File: src/rtl/pipe_stage_track.sv
// pipe_stage_track: PC register and ID/EXE/MEM/WB instruction, valid and write-enable tracking for a 5-stage RV32 core.
//
// Ports:
//   clk, reset            core clock, synchronous active-high reset
//   imem_rdata            instruction fetched at PC (combinational from imem)
//   regFileWe_ID          decoder write enable for the instruction in ID
//   PCEn, stall           PC advance enable, load-use stall request
//   flush_IF              discard the instruction leaving IF
//   PC_SrcMuxSel          redirect fetch to pc_target
//   PC                    current fetch address
//   instrCode_IF..WB      per-stage instruction (IF is a pass-through)
//   regFileWe_EXE..WB     per-stage register-file write enable
//   valid_ID..WB          stage holds a real (non-bubble) instruction
//   perf_retired/stall/flush  event counters, present only with PIPE_PERF_CNT_EN defined
module pipe_stage_track #(
    parameter logic [31:0] RESET_PC  = 32'h0000_0000,
    parameter logic [31:0] NOP_INSTR = 32'h0000_0013
) (
    input  logic        clk,
    input  logic        reset,
    input  logic [31:0] imem_rdata,
    input  logic        regFileWe_ID,
    input  logic        PCEn,
    input  logic        stall,
    input  logic        flush_IF,
    input  logic        PC_SrcMuxSel,
    input  logic [31:0] pc_target,
    output logic [31:0] PC,
    output logic [31:0] instrCode_IF,
    output logic [31:0] instrCode_ID,
    output logic [31:0] instrCode_EXE,
    output logic [31:0] instrCode_MEM,
    output logic [31:0] instrCode_WB,
    output logic        regFileWe_EXE,
    output logic        regFileWe_MEM,
    output logic        regFileWe_WB,
    output logic        valid_ID,
    output logic        valid_EXE,
    output logic        valid_MEM,
    output logic        valid_WB
`ifdef PIPE_PERF_CNT_EN
    ,
    output logic [31:0] perf_retired,
    output logic [31:0] perf_stall,
    output logic [31:0] perf_flush
`endif
);
    logic [31:0] pc_q, pc_d;
    logic [31:0] id_q, exe_q, mem_q, wb_q;
    logic        vid_q, vexe_q, vmem_q, vwb_q;
    logic        weexe_q, wemem_q, wewb_q;
    logic        bubble;

    // Redirect beats PC advance, so a stall coinciding with a redirect still jumps.
    always_comb begin
        pc_d   = PC_SrcMuxSel ? pc_target : (PCEn ? pc_q + 32'd4 : pc_q);
        bubble = flush_IF | stall;
    end

    always_ff @(posedge clk) begin
        if (reset) begin
            pc_q    <= RESET_PC;
            id_q    <= NOP_INSTR;
            exe_q   <= NOP_INSTR;
            mem_q   <= NOP_INSTR;
            wb_q    <= NOP_INSTR;
            vid_q   <= 1'b0;
            vexe_q  <= 1'b0;
            vmem_q  <= 1'b0;
            vwb_q   <= 1'b0;
            weexe_q <= 1'b0;
            wemem_q <= 1'b0;
            wewb_q  <= 1'b0;
        end else begin
            pc_q    <= pc_d;
            id_q    <= bubble ? NOP_INSTR : imem_rdata;
            vid_q   <= ~bubble;
            exe_q   <= id_q;
            mem_q   <= exe_q;
            wb_q    <= mem_q;
            vexe_q  <= vid_q;
            vmem_q  <= vexe_q;
            vwb_q   <= vmem_q;
            // Gating with valid_ID keeps bubbles from ever writing the register file.
            weexe_q <= regFileWe_ID & vid_q;
            wemem_q <= weexe_q;
            wewb_q  <= wemem_q;
        end
    end

`ifdef PIPE_PERF_CNT_EN
    logic [31:0] perf_retired_q, perf_stall_q, perf_flush_q;

    always_ff @(posedge clk) begin
        if (reset) begin
            perf_retired_q <= 32'd0;
            perf_stall_q   <= 32'd0;
            perf_flush_q   <= 32'd0;
        end else begin
            perf_retired_q <= perf_retired_q + {31'd0, vwb_q};
            perf_stall_q   <= perf_stall_q + {31'd0, stall};
            perf_flush_q   <= perf_flush_q + {31'd0, flush_IF};
        end
    end

    assign perf_retired = perf_retired_q;
    assign perf_stall   = perf_stall_q;
    assign perf_flush   = perf_flush_q;
`endif

    assign PC            = pc_q;
    assign instrCode_IF  = imem_rdata;
    assign instrCode_ID  = id_q;
    assign instrCode_EXE = exe_q;
    assign instrCode_MEM = mem_q;
    assign instrCode_WB  = wb_q;
    assign valid_ID      = vid_q;
    assign valid_EXE     = vexe_q;
    assign valid_MEM     = vmem_q;
    assign valid_WB      = vwb_q;
    assign regFileWe_EXE = weexe_q;
    assign regFileWe_MEM = wemem_q;
    assign regFileWe_WB  = wewb_q;
endmodule

File: config.mk
export PLATFORM = sky130hd
export DESIGN_NAME = pipe_stage_track
export DESIGN_NICKNAME = d
export VERILOG_FILES = /design/src/rtl/pipe_stage_track.sv
export SDC_FILE = /design/constraint.sdc
export NUM_CORES = 1
export LEC_CHECK = 0
export BUFFER_PORTS_ARGS = -buffer_cell sky130_fd_sc_hd__buf_4
export CORE_MARGIN = 3
export CORE_UTILIZATION = 45
export DETAILED_ROUTE_END_ITERATION = 12
export PLACE_DENSITY_LB_ADDON = 0.05
export REMOVE_ABC_BUFFERS = 1
export SYNTH_ARGS = -nofsm -noshare
export SYNTH_HDL_FRONTEND = slang
export SYNTH_SLANG_ARGS = --single-unit
export TNS_END_PERCENT = 5
File: constraint.sdc
create_clock -name clk -period 2.64 [get_ports clk]
set_input_delay 0.528 -clock clk [delete_from_list [all_inputs] [get_ports clk]]
set_output_delay 0.528 -clock clk [all_outputs]
set_load 0.05 [all_outputs]
==> results of run 1 <==
[kinds of logic (layout without fill, tap and decap cells)]
group	Yosys count	count (layout)	share of synthesized area [%]
XOR/XNOR	12	12	1.82
flip-flops	167	167	58.0
multiplexers	3	3	0.521
AO/OA/AOI/OAI	50	50	6.36
AND/OR/NAND/NOR	255	255	26.1
buffers and inverters	65	311	7.07
adder cells (fa/ha/maj)	1	1	0.217
[per-layer routing]
| metal | vias to the layer above | GRT usage (%) | routed length (um) |
|---|---|---|---|
| met5 | - | 0 | 0 |
| met4 | 0 | 7.17 | 215 |
| met3 | 17 | 9.83 | 1520 |
| met2 | 168 | 35.3 | 7360 |
| met1 | 2098 | 21.5 | 5380 |
| li1 | 2303 | - | - |
[cell usage after synthesis]
library cell  instances  share of area [%]
a211oi_1              9                1.2
a21o_1                2               0.26
a21oi_1              11               0.95
a311o_1               1               0.17
a311oi_1              9                1.4
a41o_1                2               0.35
and2_1               31                3.4
and3_1                6               0.65
and4_1                3               0.46
and4_2                1               0.17
buf_2                 1              0.087
buf_4                32                4.2
buf_6                 3               0.59
clkbuf_1             25                1.6
clkbuf_8              2               0.48
dfxtp_1             167                 58
ha_1                  1               0.22
inv_1                 2               0.13
mux2i_1               3               0.52
nand2_1              24                1.6
nand2b_1              5               0.54
nand3_1              13                1.1
nand4_1              12                1.3
nand4_2               1               0.22
nand4b_1              2               0.30
nor2_1               24                1.6
nor2b_1              94                 10
nor3_1                3               0.26
nor3b_1               7               0.91
nor4_1                8               0.87
o211ai_1              3               0.39
o21ai_0               2               0.17
o221ai_1              4               0.61
o31ai_1               7               0.91
or2_2                 9               0.98
or3_1                 2               0.22
or3_2                 1               0.13
or3_4                 1               0.20
or4_1                 8                1.0
xnor2_1               6               0.91
xor2_1                6               0.91
[final timing paths]
path                     end  slack [ps]  cells after the start
max                   PC[23]         550                      4
min          instrCode_ID[0]         310                      2
max reg2reg           PC[23]         550                      4
min reg2reg  instrCode_WB[1]         430                      1
[registers in the layout (all words and copies together) (netlist names)]
signal,flops
valid_ID,1
instrCode_WB,32
regFileWe_WB,1
valid_EXE,1
regFileWe_MEM,1
regFileWe_EXE,1
PC,32
valid_WB,1
instrCode_ID,32
instrCode_EXE,32
instrCode_MEM,32
valid_MEM,1
[through the flow]
step,util (%),setup WS (ps)
2_1_floorplan,-,394
3_3_place_gp,62.7,460
3_5_place_dp,62.7,360
4_1_cts,67.3,550
5_1_grt,67.3,385
6_report,67.3,552
[power breakdown]
group          switching (W)  internal [W]  total (W)
registers          0.0000617       0.00258    0.00265
clock network       0.000914       0.00145    0.00237
logic               0.000464      0.000240   0.000704
total                0.00144       0.00428    0.00572
[final cells by class]
type	instances	area [sq um]
Clock buffer	22	474
Clock inverter	7	95.1
Fill cell	1020	4010
Inverter	2	7.51
Multi-Input combinational cell	321	2020
Sequential cell	167	3340
Tap cell	168	210
Timing Repair Buffer	280	2100
==> flow_metrics.env, run 1 <==
export IMPL_fin_nets=861
export IMPL_vias=4586
export IMPL_drv_cap=0
export IMPL_postCtsResizedCells=0
export IMPL_path_common_cell="or4_1"
export IMPL_postCtsSetupRepairBufs=0
export IMPL_grt_setup_unrepaired="false"
export IMPL_hold_violations=0
export IMPL_synth_area_sq_mm=0.00577
export IMPL_grt_pass1_wl_um=22700
export IMPL_yosysWarnings=0
export IMPL_slew_violations=0
export IMPL_ys_types=41
export IMPL_crit_chain="nand3_1, or4_1, or4_1, a311oi_1"
export IMPL_powerDensity_mw_per_mm2=693
export IMPL_drc=0
export IMPL_clk_latency_ps=410
export IMPL_die_x_um=119
export IMPL_worstSetupPathType="flip-flop to flip-flop"
export IMPL_via_per_inst=4.74
export IMPL_period_share_pct=79.1
export IMPL_routed_wl_um=14500
export IMPL_dpl_cell_area_sq_mm=0.00768
export IMPL_cellLeakagePower_nw=3.67
export IMPL_cts_max_path_buffers=2
export IMPL_endpoint_kind="flip-flop"
export IMPL_crit_buf_inv=0
export IMPL_grt_max_degree=45
export IMPL_die_area_sq_mm=0.0142
export IMPL_slowest_stage="or4_1"
export IMPL_clock_sinks=167
export IMPL_die_h_um=119
export IMPL_avgSynthCellArea_sq_um=10.4
export IMPL_ant_nets=0
export IMPL_stdcell_count=967
export IMPL_grt_pass1_vias=4402
export IMPL_cts_tree="yes"
export IMPL_io_buffers=269
export IMPL_diodes=0
export IMPL_final_common_cell="buf_4"
export IMPL_fin_skew_ps=8.11
export IMPL_dr_pass1_iters=4
export IMPL_hold_path_class="input port to flip-flop"
export IMPL_numCtsBuffers=17
export IMPL_max_stage_delay_ps=670
export IMPL_critPathArrivalTime_ps=2410
export IMPL_holdCritStartpoint="imem_rdata[0]"
export IMPL_min_period_ps=2090
export IMPL_ys_ff_latch=167
export IMPL_status="finished clean"
export IMPL_tns_ps=0
export IMPL_critPathMaxFanout=8
export IMPL_holdWs_ps=314
export IMPL_final_cell_area_sq_mm=0.00825
export IMPL_io_pins=270
export IMPL_wl_per_cell_um=15.0
export IMPL_crit_start="PC[15]"
export IMPL_critPathTopFamily="simple AND/OR/NAND/NOR gates"
export IMPL_final_cell_mix="buf_4, dfxtp_1, nor2b_1"
export IMPL_fmax_ghz=0.479
export IMPL_cts_htree_levels=4
export IMPL_drive_above_1_share_pct=40.2
export IMPL_coreArea_sq_mm=0.0123
export IMPL_tightest_slew_ps=726
export IMPL_area_delta_synth_final_pct=43.1
export IMPL_worst_setup_path_start_kind="flip-flop"
export IMPL_relSlewSlack_pct=51.2
export IMPL_cts_root_buf="clkbuf_16"
export IMPL_clk_pin_slew_worst_paths_ps=60
export IMPL_ir_drop_v=0.000419
export IMPL_start_util_pct=47.0
export IMPL_cts_hold_buffers_added=0
export IMPL_drt_initial_drc_count=290
export IMPL_row_count=40
export IMPL_syn_inst=553
export IMPL_r2r_start="PC[15]"
export IMPL_worstPathRequired_ps=2960
export IMPL_grt_ovfl_total=0
export IMPL_hpwlAfterDp_um=11100
export IMPL_finalWeightedCongestion=0.831
export IMPL_p_total_w=0.00572
export IMPL_dp_cells=938
export IMPL_final_setup_viol_count=0
export IMPL_grt_usage_pct=20.4
export IMPL_seq_area_frac_synth_pct=58.0
export IMPL_antenna_found_initial=0
Power figures use the tool's default switching activity.
==> run 2: changes to the inputs <==
CORE_UTILIZATION = 42   (was 45)
clock period = 1.9 ns   (was 2.64 ns; I/O delays follow)
==> run 2 against run 1 <==
Setup slack got worse by 450 ps; core utilization fell by 3.2 points; sequential power up 38%; critical endpoint is now PC[21]; highest routed layer unchanged.
==> flow_metrics.env, run 2 (synthesis gave the netlist of run 1 again) <==
export IMPL_coreArea_sq_mm=0.0133
export IMPL_wirelength_met1_um=5570
export IMPL_drc=0
export IMPL_multi_input_area_sq_mm=0.00204
export IMPL_stdcell_count=1009
export IMPL_cts_tree="yes"
export IMPL_routed_wl_um=15200
export IMPL_io_buffers=269
export IMPL_finalWeightedCongestion=0.843
export IMPL_clock_sinks=167
export IMPL_period_share_pct=94.9
export IMPL_clk_pin_slew_worst_paths_ps=70
export IMPL_die_x_um=123
export IMPL_tightest_slew_ps=558
export IMPL_final_setup_viol_count=0
export IMPL_hpwlAfterDp_um=11500
export IMPL_drv_cap=0
export IMPL_start_util_pct=43.2
export IMPL_antenna_found_initial=0
export IMPL_critPathArrivalTime_ps=2130
export IMPL_drive_above_1_share_pct=44.2
export IMPL_min_period_ps=1800
export IMPL_worstSetupPathType="flip-flop to flip-flop"
export IMPL_slew_violations=0
export IMPL_drt_initial_drc_count=325
export IMPL_top_layer="met4"
export IMPL_grt_max_degree=101
export IMPL_pre_cts_ws_ps=-30.1
export IMPL_worst_setup_path_start_kind="flip-flop"
export IMPL_ir_drop_v=0.000594
export IMPL_fin_nets=892
export IMPL_fillers=1132
export IMPL_final_common_cell="buf_4"
export IMPL_fmax_ghz=0.555
export IMPL_met3RoutedLength_um=1530
export IMPL_cellLeakagePower_nw=3.84
export IMPL_clk_latency_ps=420
export IMPL_setup_ws_ps=97.4
export IMPL_tns_ps=0
export IMPL_final_cell_area_sq_mm=0.00856
export IMPL_dp_cells=975
export IMPL_vias=4781
export IMPL_grt_setup_unrepaired="true"
export IMPL_endpoint_kind="flip-flop"
export IMPL_dpl_cell_area_sq_mm=0.00793
export IMPL_fin_skew_ps=7.64
export IMPL_seq_area_sq_mm=0.00335
export IMPL_grt_ovfl_total=0
export IMPL_io_pins=270
export IMPL_die_h_um=123
export IMPL_relSlewSlack_pct=62.7
export IMPL_area_delta_synth_final_pct=48.4
export IMPL_die_area_sq_mm=0.0152
export IMPL_worstPathRequired_ps=2230
export IMPL_grt_pass1_wl_um=22900
export IMPL_hold_path_class="input port to flip-flop"
export IMPL_cts_max_path_buffers=2
export IMPL_ant_nets=0
export IMPL_via_per_inst=4.74
export IMPL_wl_per_cell_um=15.1
export IMPL_powerDensity_mw_per_mm2=955
export IMPL_diodes=0
export IMPL_cts_root_buf="clkbuf_16"
export IMPL_grt_pass1_vias=4681
export IMPL_numCtsBuffers=17
export IMPL_row_count=42
export IMPL_cts_htree_levels=4
export IMPL_critPathMaxFanout=7
export IMPL_status="finished clean"
export IMPL_cts_hold_buffers_added=0
export IMPL_dr_pass1_iters=4
export IMPL_final_cell_mix="buf_4, dfxtp_1, nor2b_1"
export IMPL_grt_usage_pct=19.6
export IMPL_wl_met2_um=7850
export IMPL_hold_violations=0
run 2: what timing repair did:
item / 4_1_cts / 5_1_grt
gates resized for setup: 1 / 10
setup buffers: 0 / 2
pin swaps: 0 / 2
setup endpoints to repair: 1 / 7
endpoints found under the hold margin: 0 / 0
gates cloned: 0 / 0
run 2: critical path, stage by stage (launching register included):
cell and delay [ps]:
dfxtp_1 340, nand3_1 130, or4_4 580, or3_2 430, a311oi_1 240
run 2: layer usage:
metal | GRT usage (%) | vias to the layer above
met5 | 0 | -
met4 | 7.54 | 0
met3 | 8.51 | 19
met2 | 33.6 | 186
met1 | 21.3 | 2206
li1 | - | 2370
run 2: cell type report:
type / instances / share of cell area (%)
Clock inverter: 14 / 1.90
Sequential cell: 167 / 39.1
Multi-Input combinational cell: 321 / 23.8
Timing Repair Buffer: 311 / 27.4
Clock buffer: 18 / 5.13
Inverter: 2 / 0.0877
Tap cell: 176 / 2.57
run 2: path summary, 6_finish.rpt:
check / start / to / slack [ps] / cells after the start
hold / removal: imem_rdata[4] / instrCode_ID[4] / 150 / 2
setup reg to reg: PC[17] / PC[21] / 100 / 4
setup / recovery: PC[17] / PC[21] / 100 / 4
hold reg to reg: instrCode_ID[4] / instrCode_EXE[4] / 440 / 1
run 2: where the power goes:
part,total (W),switching (W),internal (W)
registers,0.00365,0.0000617,0.00359
clock network,0.00348,0.00147,0.00201
logic,0.00105,0.000680,0.000370
total,0.00818,0.00221,0.00597
run 2: through the flow:
stage	power [W]	hold slack (ps)	utilization [%]
2_1_floorplan	0.00417	449	-
3_3_place_gp	0.00477	425	59.4
3_5_place_dp	0.00478	429	59.4
4_1_cts	0.00828	136	63.9
5_1_grt	0.00848	139	64.1
6_report	0.00818	153	64.1
